<file path="src/rtl/wptr_full_arb.sv">
// Write-side controller for the async FIFO: round-robin arbitration onto the
// single write port, binary/Gray write pointers, full, almost-full and level.
module wptr_full_arb #(
  parameter int unsigned ADDR   = 3,
  parameter int unsigned DATA   = 8,
  parameter int unsigned NREQ   = 4,
  parameter int unsigned ALMOST = 2
) (
  input  logic                 wclk,
  input  logic                 wrst_n,
  input  logic [NREQ-1:0]      req,
  input  logic [NREQ*DATA-1:0] req_data,
  input  logic [ADDR:0]        wq2_rptr,
  output logic [NREQ-1:0]      gnt,
  output logic                 winc,
  output logic [ADDR-1:0]      waddr,
  output logic [DATA-1:0]      wdata,
  output logic [ADDR:0]        wptr,
  output logic                 wfull,
  output logic                 walmost_full,
  output logic [ADDR:0]        wlevel
);

  localparam int unsigned NW = (NREQ > 1) ? $clog2(NREQ) : 1;
  localparam int unsigned PW = ADDR + 1;
  localparam logic [PW-1:0] AF_THRESH = PW'((1 << ADDR) - ALMOST);

  logic [NW-1:0] rr_q, rr_d;
  logic [PW-1:0] wbin_q, wbin_d;
  logic [PW-1:0] wptr_q, wgray_d;
  logic          wfull_q, wfull_d;
  logic          walmost_q, walmost_d;
  logic [PW-1:0] wlevel_q, wlevel_d;

  logic [NW-1:0] winner;
  logic [NW-1:0] idx;
  logic          any_req;
  logic          grant_ok;
  logic [PW-1:0] rbin;
  logic [PW-1:0] rptr_full_cmp;

  // Round-robin search starting at rr_q; index arithmetic wraps mod NREQ.
  always_comb begin
    winner  = '0;
    idx     = '0;
    any_req = 1'b0;
    for (int unsigned k = 0; k < NREQ; k++) begin
      idx = rr_q + NW'(k);
      if (!any_req && req[idx]) begin
        any_req = 1'b1;
        winner  = idx;
      end
    end
  end

  assign grant_ok = wrst_n & any_req & ~wfull_q;
  assign gnt      = grant_ok ? (NREQ'(1) << winner) : '0;
  assign winc     = grant_ok;
  assign waddr    = wbin_q[ADDR-1:0];
  assign wdata    = req_data[DATA*32'(winner) +: DATA];

  // Gray-to-binary of the synchronized read pointer.
  always_comb begin
    rbin = '0;
    for (int unsigned i = 0; i < PW; i++) begin
      rbin[i] = ^(wq2_rptr >> i);
    end
  end

  assign rptr_full_cmp = {~wq2_rptr[ADDR:ADDR-1], wq2_rptr[ADDR-2:0]};

  always_comb begin
    wbin_d    = wbin_q + PW'(winc);
    wgray_d   = (wbin_d >> 1) ^ wbin_d;
    wfull_d   = (wgray_d == rptr_full_cmp);
    wlevel_d  = wbin_d - rbin;
    walmost_d = (wlevel_d >= AF_THRESH);
    rr_d      = winc ? (winner + NW'(1)) : rr_q;
  end

  always_ff @(posedge wclk or negedge wrst_n) begin
    if (!wrst_n) begin
      rr_q      <= '0;
      wbin_q    <= '0;
      wptr_q    <= '0;
      wfull_q   <= 1'b0;
      walmost_q <= 1'b0;
      wlevel_q  <= '0;
    end else begin
      rr_q      <= rr_d;
      wbin_q    <= wbin_d;
      wptr_q    <= wgray_d;
      wfull_q   <= wfull_d;
      walmost_q <= walmost_d;
      wlevel_q  <= wlevel_d;
    end
  end

  assign wptr         = wptr_q;
  assign wfull        = wfull_q;
  assign walmost_full = walmost_q;
  assign wlevel       = wlevel_q;

endmodule

</file>
<file path="config.mk">
export PLATFORM = sky130hd
export DESIGN_NAME = wptr_full_arb
export DESIGN_NICKNAME = d
export VERILOG_FILES = /design/src/rtl/wptr_full_arb.sv
export SDC_FILE = /design/constraint.sdc
export NUM_CORES = 1
export LEC_CHECK = 0
export CORE_MARGIN = 1
export CORE_UTILIZATION = 37
export CTS_CLUSTER_DIAMETER = 60
export DETAILED_ROUTE_END_ITERATION = 12
export PLACE_DENSITY_LB_ADDON = 0.2
export RECOVER_POWER = 100
export SETUP_SLACK_MARGIN = 0.4
export SYNTH_ARGS = -nofsm -noshare
export SYNTH_HDL_FRONTEND = slang
export SYNTH_SLANG_ARGS = --single-unit
</file>
<file path="constraint.sdc">
create_clock -name wclk -period 3.34 [get_ports wclk]
set_input_delay 1.002 -clock wclk [delete_from_list [all_inputs] [get_ports wclk]]
set_output_delay 1.002 -clock wclk [all_outputs]
set_load 0.05 [all_outputs]
</file>
==> metrics.txt, run 1 <==
# TYPE chip_impl_metric gauge
chip_impl_info{name="cts.root.buffer_cell",value="clkbuf_4"} 1
chip_impl_metric{name="cell_rows",unit=""} 19
chip_impl_metric{name="cts-htree-levels",unit=""} 1
chip_impl_info{name="run_status",value="stopped before the end"} 1
chip_impl_metric{name="synthesis.area_per_instance",unit="µm²"} 10.5
chip_impl_metric{name="cts_inserted_buffers",unit=""} 3
chip_impl_metric{name="globalplace.congestion",unit=""} 0.806
chip_impl_metric{name="yosys_register_bits",unit=""} 15
chip_impl_info{name="endpoint_type",value="top-level output"} 1
chip_impl_info{name="error_msg",value="[ERROR DPL-0033] detailed placement checks failed during check placement."} 1
chip_impl_metric{name="synthDistinctLibCells",unit=""} 28
chip_impl_metric{name="ctsLongestPathBuffers",unit=""} 2
chip_impl_metric{name="syn-instance-count",unit=""} 106
chip_impl_metric{name="hpwl",unit="µm"} 2760
chip_impl_metric{name="io_pins",unit=""} 68
chip_impl_metric{name="port_buffers",unit=""} 67
chip_impl_metric{name="die_width",unit="µm"} 56.9
chip_impl_metric{name="grt_max_degree",unit=""} 16
chip_impl_info{name="globalroute.repair_timing.worst_endpoint",value="wdata[5]"} 1
chip_impl_metric{name="synth.net_count",unit=""} 157
chip_impl_metric{name="synth_area",unit="µm²"} 1110
chip_impl_info{name="stop_stage",value="global routing"} 1
chip_impl_metric{name="yosys_warnings",unit=""} 0
chip_impl_metric{name="ys_seq_area_share",unit="%"} 33.7
chip_impl_metric{name="die_h",unit="µm"} 56.9
chip_impl_metric{name="initial_core_util",unit="%"} 39.7
chip_impl_metric{name="cts.sink_count",unit=""} 15
chip_impl_metric{name="grt_antenna_before_repair",unit=""} 0
chip_impl_metric{name="cts_hold_repair.buffers",unit=""} 0
chip_impl_metric{name="placed_cells",unit=""} 217
## Yosys cell counts
library cell,number,share of area (%)
a21boi_0,1,0.67
a21o_1,2,1.3
a21oi_1,3,1.3
a21oi_2,1,0.79
a221o_1,1,0.90
a22oi_1,1,0.67
a31oi_1,1,0.56
and2_1,4,2.2
buf_2,2,0.90
buf_4,1,0.67
clkbuf_1,1,0.34
dfrtp_1,15,34
ha_1,9,10
inv_1,8,2.7
maj3_2,1,1.0
mux2i_1,24,22
nand2_1,1,0.34
nand3_1,2,0.90
nand3b_1,1,0.67
nor2_1,5,1.7
nor2b_1,1,0.56
nor3b_1,1,0.67
nor4_1,1,0.56
o21ai_0,3,1.3
or3_1,1,0.56
xnor2_1,10,7.9
xnor3_2,1,2.1
xor2_1,4,3.1
## cells by family after synthesis
| group | after synthesis | synth area share, % |
|---|---|---|
| mux | 24 | 21.6 |
| flops | 15 | 33.7 |
| xor+xnor | 15 | 13.1 |
| fa+ha+maj | 10 | 11.1 |
| compound gates | 13 | 7.64 |
| simple gates | 17 | 8.20 |
| buf+inv | 12 | 4.61 |
## metrics by stage
stage | cell area [µm²] | setup WS (ns) | util (%)
floorplan | 1390 | 0.0123 | -
global placement | 2330 | -0.458 | 83.2
detailed placement | 2330 | -0.560 | 83.2
CTS | 2670 | -0.194 | 95.0
## timing repair
item,CTS
buffers inserted,6
pin swaps,6
endpoints found under the setup margin,18
cloned,3
hold endpoints to repair,0
resized for setup,46
==> run 2, diff against run 1 <==
==> config.mk (replaced) <==
export PLATFORM = sky130hd
export DESIGN_NAME = wptr_full_arb
export DESIGN_NICKNAME = d
export VERILOG_FILES = /design/src/rtl/wptr_full_arb.sv
export SDC_FILE = /design/constraint.sdc
export NUM_CORES = 1
export LEC_CHECK = 0
export CORE_MARGIN = 1
export CORE_UTILIZATION = 28
export DETAILED_ROUTE_END_ITERATION = 12
export PLACE_DENSITY_LB_ADDON = 0.15
export RECOVER_POWER = 100
export SYNTH_ARGS = -nofsm -noshare
export SYNTH_HDL_FRONTEND = slang
export SYNTH_SLANG_ARGS = --single-unit
==> metrics.txt, run 2 <==
# TYPE chip_impl_metric gauge
chip_impl_info{name="violations",value="negative setup slack"} 1
chip_impl_metric{name="synthDistinctLibCells",unit=""} 28
chip_impl_metric{name="drt-wirelength-per-cell",unit="µm"} 13.8
chip_impl_metric{name="cts_hold_repair.buffers",unit=""} 0
chip_impl_metric{name="path_clk_slew",unit="ns"} 0.05
chip_impl_metric{name="dr.first_iter.drc_count",unit=""} 39
chip_impl_info{name="reg2reg_to",value="walmost_full"} 1
chip_impl_metric{name="final-setup-viol-count",unit=""} 12
chip_impl_info{name="yosys_most_used_dff",value="dfrtp_1"} 1
chip_impl_metric{name="cts.sink_count",unit=""} 15
chip_impl_info{name="unrepaired_setup_endpoints_after_global_routing",value="yes"} 1
chip_impl_metric{name="timing.final.crit_share",unit="%"} 104
chip_impl_metric{name="placed_cells",unit=""} 234
chip_impl_metric{name="stages_on_worst_setup_path",unit=""} 9
chip_impl_info{name="critical_path.cell_chain",value="buf_8, nor2b_4, a21o_1, a221o_2, buf_4, buf_12, mux2i_4, mux2i_4, buf_12"} 1
chip_impl_metric{name="critical_path_buf_inv_count",unit=""} 4
chip_impl_metric{name="post-layout-total-power",unit="W"} 0.00263
chip_impl_metric{name="maxClockFrequency",unit="MHz"} 287
chip_impl_metric{name="drt_pre_antenna_iters",unit=""} 3
chip_impl_metric{name="worst_ep_required_time",unit="ns"} 2.34
chip_impl_metric{name="globalplace.congestion",unit=""} 0.780
chip_impl_info{name="worst_setup_path_endpoint",value="wdata[4]"} 1
chip_impl_metric{name="seq_power_share",unit="%"} 13.4
chip_impl_metric{name="initial_core_util",unit="%"} 29.7
chip_impl_metric{name="syn-instance-count",unit=""} 106
chip_impl_metric{name="p_comb_share",unit="%"} 81.3
chip_impl_metric{name="global_route.overflow_total",unit=""} 0
chip_impl_metric{name="cell_rows",unit=""} 22
chip_impl_info{name="synthDominantAreaCellType",value="dfrtp_1"} 1
chip_impl_metric{name="fin_worst_hold_slack",unit="ns"} 0.620
chip_impl_metric{name="worst_clock_skew",unit="ns"} 0.00254
chip_impl_metric{name="via_per_inst",unit=""} 4.52
chip_impl_metric{name="route.antenna.remaining_nets",unit=""} 0
chip_impl_info{name="cpLargestDelayFamily",value="compound AO/OA/AOI/OAI gates"} 1
chip_impl_metric{name="synth_area",unit="µm²"} 1110
chip_impl_metric{name="port_buffers",unit=""} 67
chip_impl_metric{name="worst_ir_drop_vdd",unit="V"} 0.000593
chip_impl_metric{name="die_h",unit="µm"} 65.1
chip_impl_info{name="synthTopCellsByArea",value="dfrtp_1, mux2i_1, ha_1"} 1
chip_impl_info{name="cp-startpoint",value="req[3]"} 1
chip_impl_metric{name="die_width",unit="µm"} 65.1
chip_impl_info{name="crit_path_top_delay_cell",value="a221o_2"} 1
chip_impl_metric{name="dieArea",unit="µm²"} 4230
chip_impl_metric{name="final_cell_count_no_fill",unit=""} 243
chip_impl_metric{name="power.density_cell_area",unit="nW/µm²"} 1030
chip_impl_metric{name="post-synth-top-area-fraction",unit="%"} 33.7
chip_impl_metric{name="ys_seq_area_share",unit="%"} 33.7
chip_impl_metric{name="ctsLongestPathBuffers",unit=""} 2
chip_impl_metric{name="final_layout_size_suffix_gt1_share",unit="%"} 40.5
chip_impl_metric{name="yosys_register_bits",unit=""} 15
chip_impl_metric{name="cts-htree-levels",unit=""} 1
chip_impl_metric{name="cap_viol_max_count",unit=""} 0
chip_impl_metric{name="synth_enable_flop_cells",unit=""} 0
chip_impl_metric{name="cell_internal_power_dissipation",unit="W"} 0.00141
chip_impl_info{name="synthMostInstantiatedCell",value="mux2i_1"} 1
chip_impl_metric{name="net-switching-power",unit="W"} 0.00122
chip_impl_metric{name="crit_path_max_fanout",unit=""} 5
chip_impl_metric{name="drt_wl_total",unit="µm"} 3350
chip_impl_metric{name="io_pins",unit=""} 68
chip_impl_metric{name="grt_first_pass_wirelength",unit="µm"} 5130
chip_impl_info{name="mostFrequentLayoutCells",value="clkdlybuf4s50_1, buf_12, dfrtp_1"} 1
chip_impl_info{name="synth.top_cells.by_count",value="mux2i_1, dfrtp_1, xnor2_1"} 1
chip_impl_info{name="run_status",value="finished, violations left"} 1
chip_impl_metric{name="async_flop_share",unit="%"} 100
chip_impl_metric{name="yosys_warnings",unit=""} 0
chip_impl_metric{name="share_clk_of_total_power",unit="%"} 5.3
chip_impl_metric{name="core_area",unit="µm²"} 3740
chip_impl_info{name="tritoncts",value="yes"} 1
chip_impl_metric{name="cpPeakStageDelay",unit="ns"} 0.41
chip_impl_metric{name="via_count",unit=""} 1098
chip_impl_metric{name="final_net_count",unit=""} 247
chip_impl_metric{name="synthesis.area_per_instance",unit="µm²"} 10.5
chip_impl_metric{name="flow.area_growth_from_synthesis",unit="%"} 129
chip_impl_metric{name="grt_antenna_before_repair",unit=""} 0
chip_impl_metric{name="ff_latch_area",unit="µm²"} 375
chip_impl_metric{name="layout.filler_cells",unit=""} 290
chip_impl_metric{name="worst-slew-pin-transition",unit="ns"} 0.820
chip_impl_metric{name="final.setup.worst_slack",unit="ns"} -0.144
chip_impl_metric{name="relSlewSlack",unit="%"} 45.3
chip_impl_metric{name="hpwl",unit="µm"} 2390
chip_impl_metric{name="final_max_slew_viol_count",unit=""} 0
chip_impl_metric{name="cts_inserted_buffers",unit=""} 3
chip_impl_info{name="layout_commonest_cell",value="clkdlybuf4s50_1"} 1
chip_impl_metric{name="number_of_global_route_vias_before_repair",unit=""} 1145
chip_impl_metric{name="ff2ff_path_depth",unit=""} 9
chip_impl_metric{name="synth.net_count",unit=""} 157
chip_impl_info{name="hold_class",value="flop to flop"} 1
chip_impl_metric{name="grt_max_degree",unit=""} 16
chip_impl_metric{name="final_period_minus_worst_setup_slack",unit="ns"} 3.48
chip_impl_info{name="cts.root.buffer_cell",value="clkbuf_8"} 1
chip_impl_metric{name="multiInputGateArea",unit="µm²"} 990
chip_impl_metric{name="power.static_leakage",unit="nW"} 1.04
chip_impl_metric{name="clock_latency",unit="ns"} 0.24
chip_impl_info{name="type_of_the_setup_path_with_the_least_slack",value="primary input to output pin"} 1
chip_impl_info{name="r2r_start",value="wfull"} 1
chip_impl_metric{name="cp_data_arrival_time",unit="ns"} 2.48
chip_impl_info{name="end_kind",value="output pin"} 1
chip_impl_metric{name="drc_violations_left",unit=""} 0
chip_impl_metric{name="timing.reg2reg.setup_slack",unit="ns"} 1.14
chip_impl_metric{name="grt.total_usage",unit="%"} 16.1
chip_impl_info{name="critical_path.startpoint_type",value="primary input"} 1
chip_impl_metric{name="number_of_diodes",unit=""} 0
chip_impl_metric{name="power.switching_fraction",unit="%"} 46.5
chip_impl_metric{name="finalHoldViolCount",unit=""} 0
==> run 2: cell counts after synthesis <==
Identical to the previous run, type by type.
==> run 2: metrics by stage <==
stage | TNS (ns) | cell area (µm²) | utilization (%) | setup WS (ns)
floorplan | 0 | 1270 | - | 0.00404
global placement | -5.38 | 2240 | 59.7 | -0.414
detailed placement | -6.50 | 2240 | 59.7 | -0.503
CTS | -1.73 | 2550 | 68.1 | -0.311
global route | -1.63 | 2550 | 68.0 | -0.182
finish | -1.13 | 2550 | 68.0 | -0.144
==> run 2: tightest hold or removal path, stage by stage (launching register included) <==
cell	delay, ns
dfrtp_1	0.41
nor2_1	0.12
a21oi_1	0.05
==> run 2: repair_timing <==
| item | 4_1_cts | 5_1_grt |
|---|---|---|
| gates resized for setup | 52 | 11 |
| endpoints found under the setup margin | 14 | 12 |
| endpoints found under the hold margin | 0 | 0 |
| cloned | 3 | 0 |
| setup buffers | 2 | 3 |
| pin swaps | 3 | 1 |
==> run 2: logic make-up after synthesis <==
group	count (synthesis)	synth area share, %
compound gates	13	7.64
xor+xnor	15	13.1
fa+ha+maj	10	11.1
buf+inv	12	4.61
flops	15	33.7
mux	24	21.6
simple gates	17	8.20
==> run 2: final cells by class <==
class | count | area share (%)
timing repair buffer | 89 | 40.9
tap | 48 | 2.36
clock buffer | 4 | 1.77
multi-input combinational | 79 | 38.9
sequential | 15 | 14.7
inverter | 8 | 1.38
==> run 2: worst min-delay path by stage <==
| stage | start | to | depth (start not counted) |
|---|---|---|---|
| finish | rr_q[0] | rr_q[0] | 2 |
| global route | wbin_q[2] | wbin_q[2] | 2 |
| CTS | rr_q[0] | rr_q[0] | 2 |
| detailed placement | rr_q[0] | rr_q[0] | 2 |
| global placement | rr_q[0] | rr_q[0] | 2 |
| floorplan | rr_q[0] | rr_q[0] | 2 |
==> run 2: routing by layer <==
metal | GRT usage (%) | wire length [µm] | vias to the layer above
met5 | 0 | 0 | -
met4 | 4.08 | 27 | 0
met3 | 2.82 | 114 | 2
met2 | 29.0 | 1790 | 28
met1 | 19.7 | 1410 | 520
li1 | - | - | 548
==> run 2: power by group through the flow <==
stage / logic, W / clock network [W] / registers (W)
2_1_floorplan: 0.000925 / 0 / 0.000626
3_3_place_gp: 0.00191 / 0 / 0.000348
3_5_place_dp: 0.00193 / 0 / 0.000354
4_1_cts: 0.00218 / 0.000148 / 0.000354
5_1_grt: 0.00226 / 0.000158 / 0.000363
6_report: 0.00214 / 0.000141 / 0.000351
Note: power is estimated with default switching activity, not from simulation.
